**src/rtl/window_stream_packer_pkg.sv**
```systemverilog
// Shared sizing helpers for the HOG window stream packer and its
// classifier-side deserializer counterpart.
package window_stream_packer_pkg;

   // Integer ceiling division used to derive the beat count.
   function automatic int ceil_div(input int a, input int b);
      return (a + b - 1) / b;
   endfunction

   // Payload bits carried per beat once metadata is prepended.
   function automatic int data_w(input int bus_w, input int meta_w);
      return bus_w - meta_w;
   endfunction

   // Beats needed to carry one window (guarded against a non-positive
   // DATA_W so the elaboration check can report the real problem).
   function automatic int num_beats(input int win_w, input int bus_w, input int meta_w);
      return ceil_div(win_w, (bus_w > meta_w) ? (bus_w - meta_w) : 1);
   endfunction

endpackage

```
**src/rtl/window_stream_packer_if.sv**
```systemverilog
// Window-in / beat-out bus of the window stream packer.
// master = upstream assembler plus downstream sink; slave = packer.
interface window_stream_packer_if #(
   parameter int WINDOW_WIDTH = 1152,
   parameter int BUS_WIDTH    = 128,
   parameter int META_WIDTH   = 4,
   parameter int IDX_WIDTH    = 4
);
   logic                    window_valid;
   logic                    window_ready;
   logic [WINDOW_WIDTH-1:0] window;
   logic [META_WIDTH-1:0]   metadata;
   logic                    stream_valid;
   logic                    stream_ready;
   logic [BUS_WIDTH-1:0]    stream;
   logic [IDX_WIDTH-1:0]    stream_idx;
   logic                    stream_first;
   logic                    stream_last;

   modport master (
      output window_valid, window, metadata, stream_ready,
      input  window_ready, stream_valid, stream, stream_idx, stream_first, stream_last
   );

   modport slave (
      input  window_valid, window, metadata, stream_ready,
      output window_ready, stream_valid, stream, stream_idx, stream_first, stream_last
   );
endinterface

```
**src/rtl/window_pingpong_buf.sv**
```systemverilog
// Two-entry ping-pong window buffer: one entry streams while the other
// loads. Ready/valid are pure functions of the registered occupancy.
module window_pingpong_buf #(
   parameter int WIDTH = 8
) (
   input  logic             clk,
   input  logic             rst_n,
   input  logic             flush_i,
   input  logic             wr_valid_i,
   output logic             wr_ready_o,
   input  logic [WIDTH-1:0] wr_data_i,
   output logic             rd_valid_o,
   input  logic             rd_pop_i,
   output logic [WIDTH-1:0] rd_data_o
);
   logic [WIDTH-1:0] mem_q [2];
   logic             wr_ptr_q, wr_ptr_d;
   logic             rd_ptr_q, rd_ptr_d;
   logic [1:0]       occ_q, occ_d;
   logic             push, pop;

   assign wr_ready_o = (occ_q != 2'd2);
   assign rd_valid_o = (occ_q != 2'd0);
   assign push       = wr_valid_i && wr_ready_o;
   assign pop        = rd_pop_i && rd_valid_o;
   assign rd_data_o  = mem_q[rd_ptr_q];

   // Next pointers/occupancy; flush wins over any push or pop.
   always_comb begin
      wr_ptr_d = wr_ptr_q;
      rd_ptr_d = rd_ptr_q;
      occ_d    = occ_q;
      if (flush_i) begin
         wr_ptr_d = 1'b0;
         rd_ptr_d = 1'b0;
         occ_d    = 2'd0;
      end else begin
         if (push) wr_ptr_d = ~wr_ptr_q;
         if (pop)  rd_ptr_d = ~rd_ptr_q;
         occ_d = occ_q + {1'b0, push} - {1'b0, pop};
      end
   end

   // Control state register.
   always_ff @(posedge clk or negedge rst_n) begin
      if (!rst_n) begin
         wr_ptr_q <= 1'b0;
         rd_ptr_q <= 1'b0;
         occ_q    <= 2'd0;
      end else begin
         wr_ptr_q <= wr_ptr_d;
         rd_ptr_q <= rd_ptr_d;
         occ_q    <= occ_d;
      end
   end

   // Payload storage; contents are don't-care until written, so no reset.
   always_ff @(posedge clk) begin
      if (push && !flush_i) mem_q[wr_ptr_q] <= wr_data_i;
   end
endmodule

```
**src/rtl/window_stream_packer.sv**
```systemverilog
// Window stream packer: slices each buffered window into DATA_W-bit beats,
// prepends metadata, and tags beats with index and first/last flags.
module window_stream_packer
   import window_stream_packer_pkg::*;
#(
   parameter int WINDOW_WIDTH = 1152,
   parameter int BUS_WIDTH    = 128,
   parameter int META_WIDTH   = 4,
   parameter int IDX_WIDTH    = 4
) (
   input  logic                  clk,
   input  logic                  rst_n,
   input  logic                  flush,
   window_stream_packer_if.slave bus
);
   localparam int DATA_W    = data_w(BUS_WIDTH, META_WIDTH);
   localparam int NUM_BEATS = num_beats(WINDOW_WIDTH, BUS_WIDTH, META_WIDTH);
   localparam int EXT_W     = NUM_BEATS * DATA_W;   // window zero-extended to whole beats
   localparam int SEL_W     = $clog2(EXT_W);
   localparam int ENTRY_W   = META_WIDTH + WINDOW_WIDTH;
   localparam logic [IDX_WIDTH-1:0] LAST_IDX = IDX_WIDTH'(NUM_BEATS - 1);

   if (META_WIDTH >= BUS_WIDTH) begin : g_bad_meta
      $error("window_stream_packer: META_WIDTH must be smaller than BUS_WIDTH");
   end
   if ((2 ** IDX_WIDTH) < NUM_BEATS) begin : g_bad_idx
      $error("window_stream_packer: IDX_WIDTH too narrow for NUM_BEATS");
   end

   logic [ENTRY_W-1:0]   rd_entry;
   logic                 rd_valid, fire, pop, is_last;
   logic [IDX_WIDTH-1:0] beat_cnt_q, beat_cnt_d;
   logic [EXT_W-1:0]     win_ext;
   logic [SEL_W-1:0]     sel_base;
   logic [DATA_W-1:0]    slice;

   window_pingpong_buf #(.WIDTH(ENTRY_W)) u_buf (
      .clk        (clk),
      .rst_n      (rst_n),
      .flush_i    (flush),
      .wr_valid_i (bus.window_valid),
      .wr_ready_o (bus.window_ready),
      .wr_data_i  ({bus.metadata, bus.window}),
      .rd_valid_o (rd_valid),
      .rd_pop_i   (pop),
      .rd_data_o  (rd_entry)
   );

   assign is_last = (beat_cnt_q == LAST_IDX);
   assign fire    = rd_valid && bus.stream_ready;
   assign pop     = fire && is_last;

   // Zero extension supplies the last-beat padding; the mux is a plain
   // indexed part-select so it scales with NUM_BEATS.
   assign win_ext  = EXT_W'(rd_entry[WINDOW_WIDTH-1:0]);
   assign sel_base = SEL_W'(int'(beat_cnt_q) * DATA_W);
   assign slice    = win_ext[sel_base +: DATA_W];

   // Beat counter next state: advance per handshake, wrap after last beat.
   always_comb begin
      beat_cnt_d = beat_cnt_q;
      if (fire) beat_cnt_d = is_last ? '0 : beat_cnt_q + 1'b1;
   end

   // Beat counter register; flush restarts the next window at beat 0.
   always_ff @(posedge clk or negedge rst_n) begin
      if (!rst_n)     beat_cnt_q <= '0;
      else if (flush) beat_cnt_q <= '0;
      else            beat_cnt_q <= beat_cnt_d;
   end

   // All beat outputs are forced to zero while no window is buffered.
   assign bus.stream_valid = rd_valid;
   assign bus.stream       = rd_valid ? {rd_entry[ENTRY_W-1 -: META_WIDTH], slice} : '0;
   assign bus.stream_idx   = rd_valid ? beat_cnt_q : '0;
   assign bus.stream_first = rd_valid && (beat_cnt_q == '0);
   assign bus.stream_last  = rd_valid && is_last;
endmodule

```
**src/flat_wrapper.sv**
```systemverilog
// flat-port wrapper written by rule: the top's interface ports become plain ports
module window_stream_packer_flat import window_stream_packer_pkg::*;
#(
   parameter int WINDOW_WIDTH = 1152,
   parameter int BUS_WIDTH    = 128,
   parameter int META_WIDTH   = 4,
   parameter int IDX_WIDTH    = 4
)
  (clk, rst_n, flush, bus_window_valid, bus_window, bus_metadata, bus_stream_ready, bus_window_ready, bus_stream_valid, bus_stream, bus_stream_idx, bus_stream_first, bus_stream_last);
  window_stream_packer_if #(.WINDOW_WIDTH(WINDOW_WIDTH), .BUS_WIDTH(BUS_WIDTH), .META_WIDTH(META_WIDTH), .IDX_WIDTH(IDX_WIDTH)) bus_i ();
  input  logic clk;
  input  logic rst_n;
  input  logic flush;
  input wire logic [$bits(bus_i.window_valid)-1:0] bus_window_valid;
  input wire logic [$bits(bus_i.window)-1:0] bus_window;
  input wire logic [$bits(bus_i.metadata)-1:0] bus_metadata;
  input wire logic [$bits(bus_i.stream_ready)-1:0] bus_stream_ready;
  output wire logic [$bits(bus_i.window_ready)-1:0] bus_window_ready;
  output wire logic [$bits(bus_i.stream_valid)-1:0] bus_stream_valid;
  output wire logic [$bits(bus_i.stream)-1:0] bus_stream;
  output wire logic [$bits(bus_i.stream_idx)-1:0] bus_stream_idx;
  output wire logic [$bits(bus_i.stream_first)-1:0] bus_stream_first;
  output wire logic [$bits(bus_i.stream_last)-1:0] bus_stream_last;
  assign bus_i.window_valid = bus_window_valid;
  assign bus_i.window = bus_window;
  assign bus_i.metadata = bus_metadata;
  assign bus_i.stream_ready = bus_stream_ready;
  assign bus_window_ready = bus_i.window_ready;
  assign bus_stream_valid = bus_i.stream_valid;
  assign bus_stream = bus_i.stream;
  assign bus_stream_idx = bus_i.stream_idx;
  assign bus_stream_first = bus_i.stream_first;
  assign bus_stream_last = bus_i.stream_last;
  window_stream_packer #(.WINDOW_WIDTH(WINDOW_WIDTH), .BUS_WIDTH(BUS_WIDTH), .META_WIDTH(META_WIDTH), .IDX_WIDTH(IDX_WIDTH)) u_core (.clk(clk), .rst_n(rst_n), .flush(flush), .bus(bus_i));
endmodule
```
**config.mk**
```make
export PLATFORM = sky130hd
export DESIGN_NAME = window_stream_packer_flat
export DESIGN_NICKNAME = d
export VERILOG_FILES = /design/src/rtl/window_stream_packer_pkg.sv /design/src/rtl/window_stream_packer_if.sv /design/src/rtl/window_pingpong_buf.sv /design/src/rtl/window_stream_packer.sv /design/src/flat_wrapper.sv
export SDC_FILE = /design/constraint.sdc
export NUM_CORES = 2
export LEC_CHECK = 0
export CAP_MARGIN = 15
export CORE_AREA = 5 5 504 506
export CTS_BUF_LIST = sky130_fd_sc_hd__clkbuf_8
export DETAILED_ROUTE_END_ITERATION = 16
export DIE_AREA = 0 0 509 511
export SETUP_SLACK_MARGIN = 0.4
export SYNTH_ARGS = -nofsm -noshare
export SYNTH_HDL_FRONTEND = slang
export SYNTH_SLANG_ARGS = --single-unit
export TNS_END_PERCENT = 5
```
**constraint.sdc**
```tcl
create_clock -name clk -period 158.8 [get_ports clk]
set_clock_uncertainty 0.05 [all_clocks]
set_input_delay 23.82 -clock clk [delete_from_list [all_inputs] [get_ports clk]]
set_output_delay 23.82 -clock clk [all_outputs]
set_load 0.02 [all_outputs]
```
==> out/metrics.cfg <==
[floorplan]
die_h_um = 511
std_cell_rows = 184
dieArea_um2 = 260000
ioPinCount = 1297
start_util_pct = 35.4
core_um2 = 250000
die_w_um = 509

[clock_network]
postCtsSetupBuffers = 0
clk_pin_slew_ps = 60
numClockSinks = 2320
clk_path_buf_depth = 4
cts_hold_buf = 0
insertion_delay_ps = 1040
ctsResizeCount = 0
cts_buffers = 401
htree_levels = 5
cts_root_buf = clkbuf_8
cts_tree = done

[global_routing]
gr-total-overflow = 0
grt_max_degree = 187
antenna_found_initial = 204
grt_usage_pct = 20.7
grt_pass1_wl_mm = 381
grt_pass1_vias = 50000

[logic_synthesis]
synth_top_cell_by_area = edfxtp_1
synth_cells = 4041
ys_seq_area_share_pct = 78.9
synth_cell_types = 37
ys_ff_latch = 2320
synth_area_um2 = 88300
ys_warn_count = 0
syn_nets = 5207
synth_area_leaders = edfxtp_1 (79%), mux4_2 (8.4%), mux2i_1 (7.0%), a22oi_1 (1.9%), o221ai_1 (0.87%)
syn_avg_cell_area_um2 = 21.8
synth_top_area_share_pct = 78.6

[worst_setup_path]
critPathKind = flip-flop to primary output
end_kind = primary output
critPathLaunchType = flip-flop
crit_path_max_fanout = 87
cp.arrival_ps = 7630
crit_required_ps = 134930

[power_and_ir_drop]
ir_drop_mv = 0.00705
p_leak_nw = 35.4
power_per_cell_area_nw_per_um2 = 11.7

[timing]
holdWs_ps = 549
max_freq_mhz = 31.7
setup_tns_ps = 0
relSlewSlack_pct = 19.1
setup_viol = 0
post-route-period-util_pct = 19.8
rsz0062_at_grt = false
timing_max_transition_violations_final = 0
timing_hold_violations_final = 0
min_period_ps = 31500
worst_pin_slew_ps = 1210

[finish]
final_layout_size_suffix_gt1_share_pct = 15.3
syn_to_final_growth_pct = 27.0
layout.nets = 6749
final_cell_mix = edfxtp_1 (2312), clkdlybuf4s50_1 (1296), mux2i_1 (621)
final_common_cell = edfxtp_1

[detailed_routing]
num_vias = 47600
wl_met2_mm = 140
first_iter_violations = 4357
wl_met3_mm = 28.8
routed.top_layer = met5
drc_errors = 0
routed_via_density = 5.13
final_antenna_net_count = 0
drt_wl_total_mm = 279
wl_met1_mm = 102
drtPass1Iterations = 5
wire_per_inst_um = 30.0

[placed_design]
place_congestion = 0.846
dp_hpwl_mm = 194
port_buffers = 1296

[run]
max_cap_viol_count = 0

[hold_path]
hold_class = flip-flop to flip-flop

[status]
status = finished, final reports clean

==> layer usage <==
| metal | up-vias | track usage, % |
|---|---|---|
| li1 | 20300 | - |
| met1 | 24500 | 23.7 |
| met2 | 2056 | 35.2 |
| met3 | 572 | 8.82 |
| met4 | 178 | 6.20 |
| met5 | - | 0 |
==> where the power goes <==
group / switching [mW] / internal (mW)
sequential: 0.00677 / 0.709
combinational: 0.0675 / 0.0552
clock: 0.235 / 0.244
total: 0.309 / 1.01
==> per-stage QoR <==
stage	instance area (um2)	std cells	total power, mW	util [%]	setup slack, ps
2_1_floorplan	88300	4041	0.871	-	47140
3_3_place_gp	105000	8528	0.849	42.1	128300
3_5_place_dp	105000	8528	0.852	42.1	128300
4_1_cts	112000	9200	1.33	44.8	127110
5_1_grt	112000	9240	1.37	44.9	126700
6_report	112000	9289	1.32	44.9	127300
==> sequential cells by signal, summed over array words and instances (netlist names) <==
name	cells
u_core.beat_cnt_q	4
u_core.u_buf.rd_ptr_q	1
u_core.u_buf.wr_ptr_q	1
u_core.u_buf.occ_q	2
u_core.u_buf.mem_q	2312
==> synth_stat cells <==
library cell	number
buf_6	5
ha_1	5
nor2b_1	5
clkbuf_1	88
and3b_1	1
o21ai_0	12
xnor2_1	2
a21oi_1	2
o21ai_1	27
nor3_2	1
a22oi_1	226
nor3b_2	1
a32oi_1	13
nor2_2	1
mux4_2	330
buf_4	43
xor2_1	2
o221ai_1	88
nor3_1	4
nor3b_1	1
inv_2	2
mux2i_1	621
nand2b_1	3
inv_1	3
clkbuf_4	1
edfxtp_1	2312
nor2_1	20
or3_1	1
buf_2	72
and2_0	1
mux2_2	23
and2_1	2
dfrtp_1	8
buf_1	23
nand3_1	88
nand3b_1	1
nand2_1	3
==> cell type report <==
type,count,area [um2]
diodes,89,223
clock buffers,404,5560
clock inverters,268,1280
fillers,21600,137000
inverters,5,26.3
multi-input cells,1484,17500
flip-flops and latches,2320,69600
well taps,3348,4190
repair buffers,1371,13700
==> cell families after synthesis <==
kind of cell / count (synthesis) / synth area share [%]
AO/OA/AOI/OAI: 368 / 3.16
XOR/XNOR: 4 / 0.0397
adder cells (fa/ha/maj): 5 / 0.0709
buffers and inverters: 237 / 1.34
flip-flops: 2320 / 78.9
multiplexers: 974 / 15.8
AND/OR/NAND/NOR: 133 / 0.764
==> critical path: stages (launching register included) <==
cell and delay [ps]:
dfrtp_4 840, buf_4 880, buf_12 560, buf_4 730, buf_4 760, buf_4 840, mux2i_1 180, a22oi_1 440
nand3_1 150, o221ai_1 160, clkdlybuf4s50_1 670
==> worst paths after layout <==
kind	start	endpoint	slack [ps]	cells past startpoint
max	u_core.u_buf.rd_ptr_q$_DFFE_PN0P_	bus_stream[79]	127300	10
min	u_core.u_buf.wr_ptr_q$_DFFE_PN0P_	u_core.u_buf.wr_ptr_q$_DFFE_PN0P_	550	2
max reg2reg	u_core.u_buf.occ_q[0]$_DFF_PN0_	u_core.u_buf.mem_q[0][1076]$_DFFE_PP_	152570	8
min reg2reg	u_core.u_buf.wr_ptr_q$_DFFE_PN0P_	u_core.u_buf.wr_ptr_q$_DFFE_PN0P_	550	2
max in group asynchronous	rst_n	u_core.beat_cnt_q[0]$_DFFE_PN0P_	135130	1
min in group asynchronous	rst_n	u_core.beat_cnt_q[3]$_DFFE_PN0P_	23080	1
Note: power is estimated with default switching activity, not from simulation.
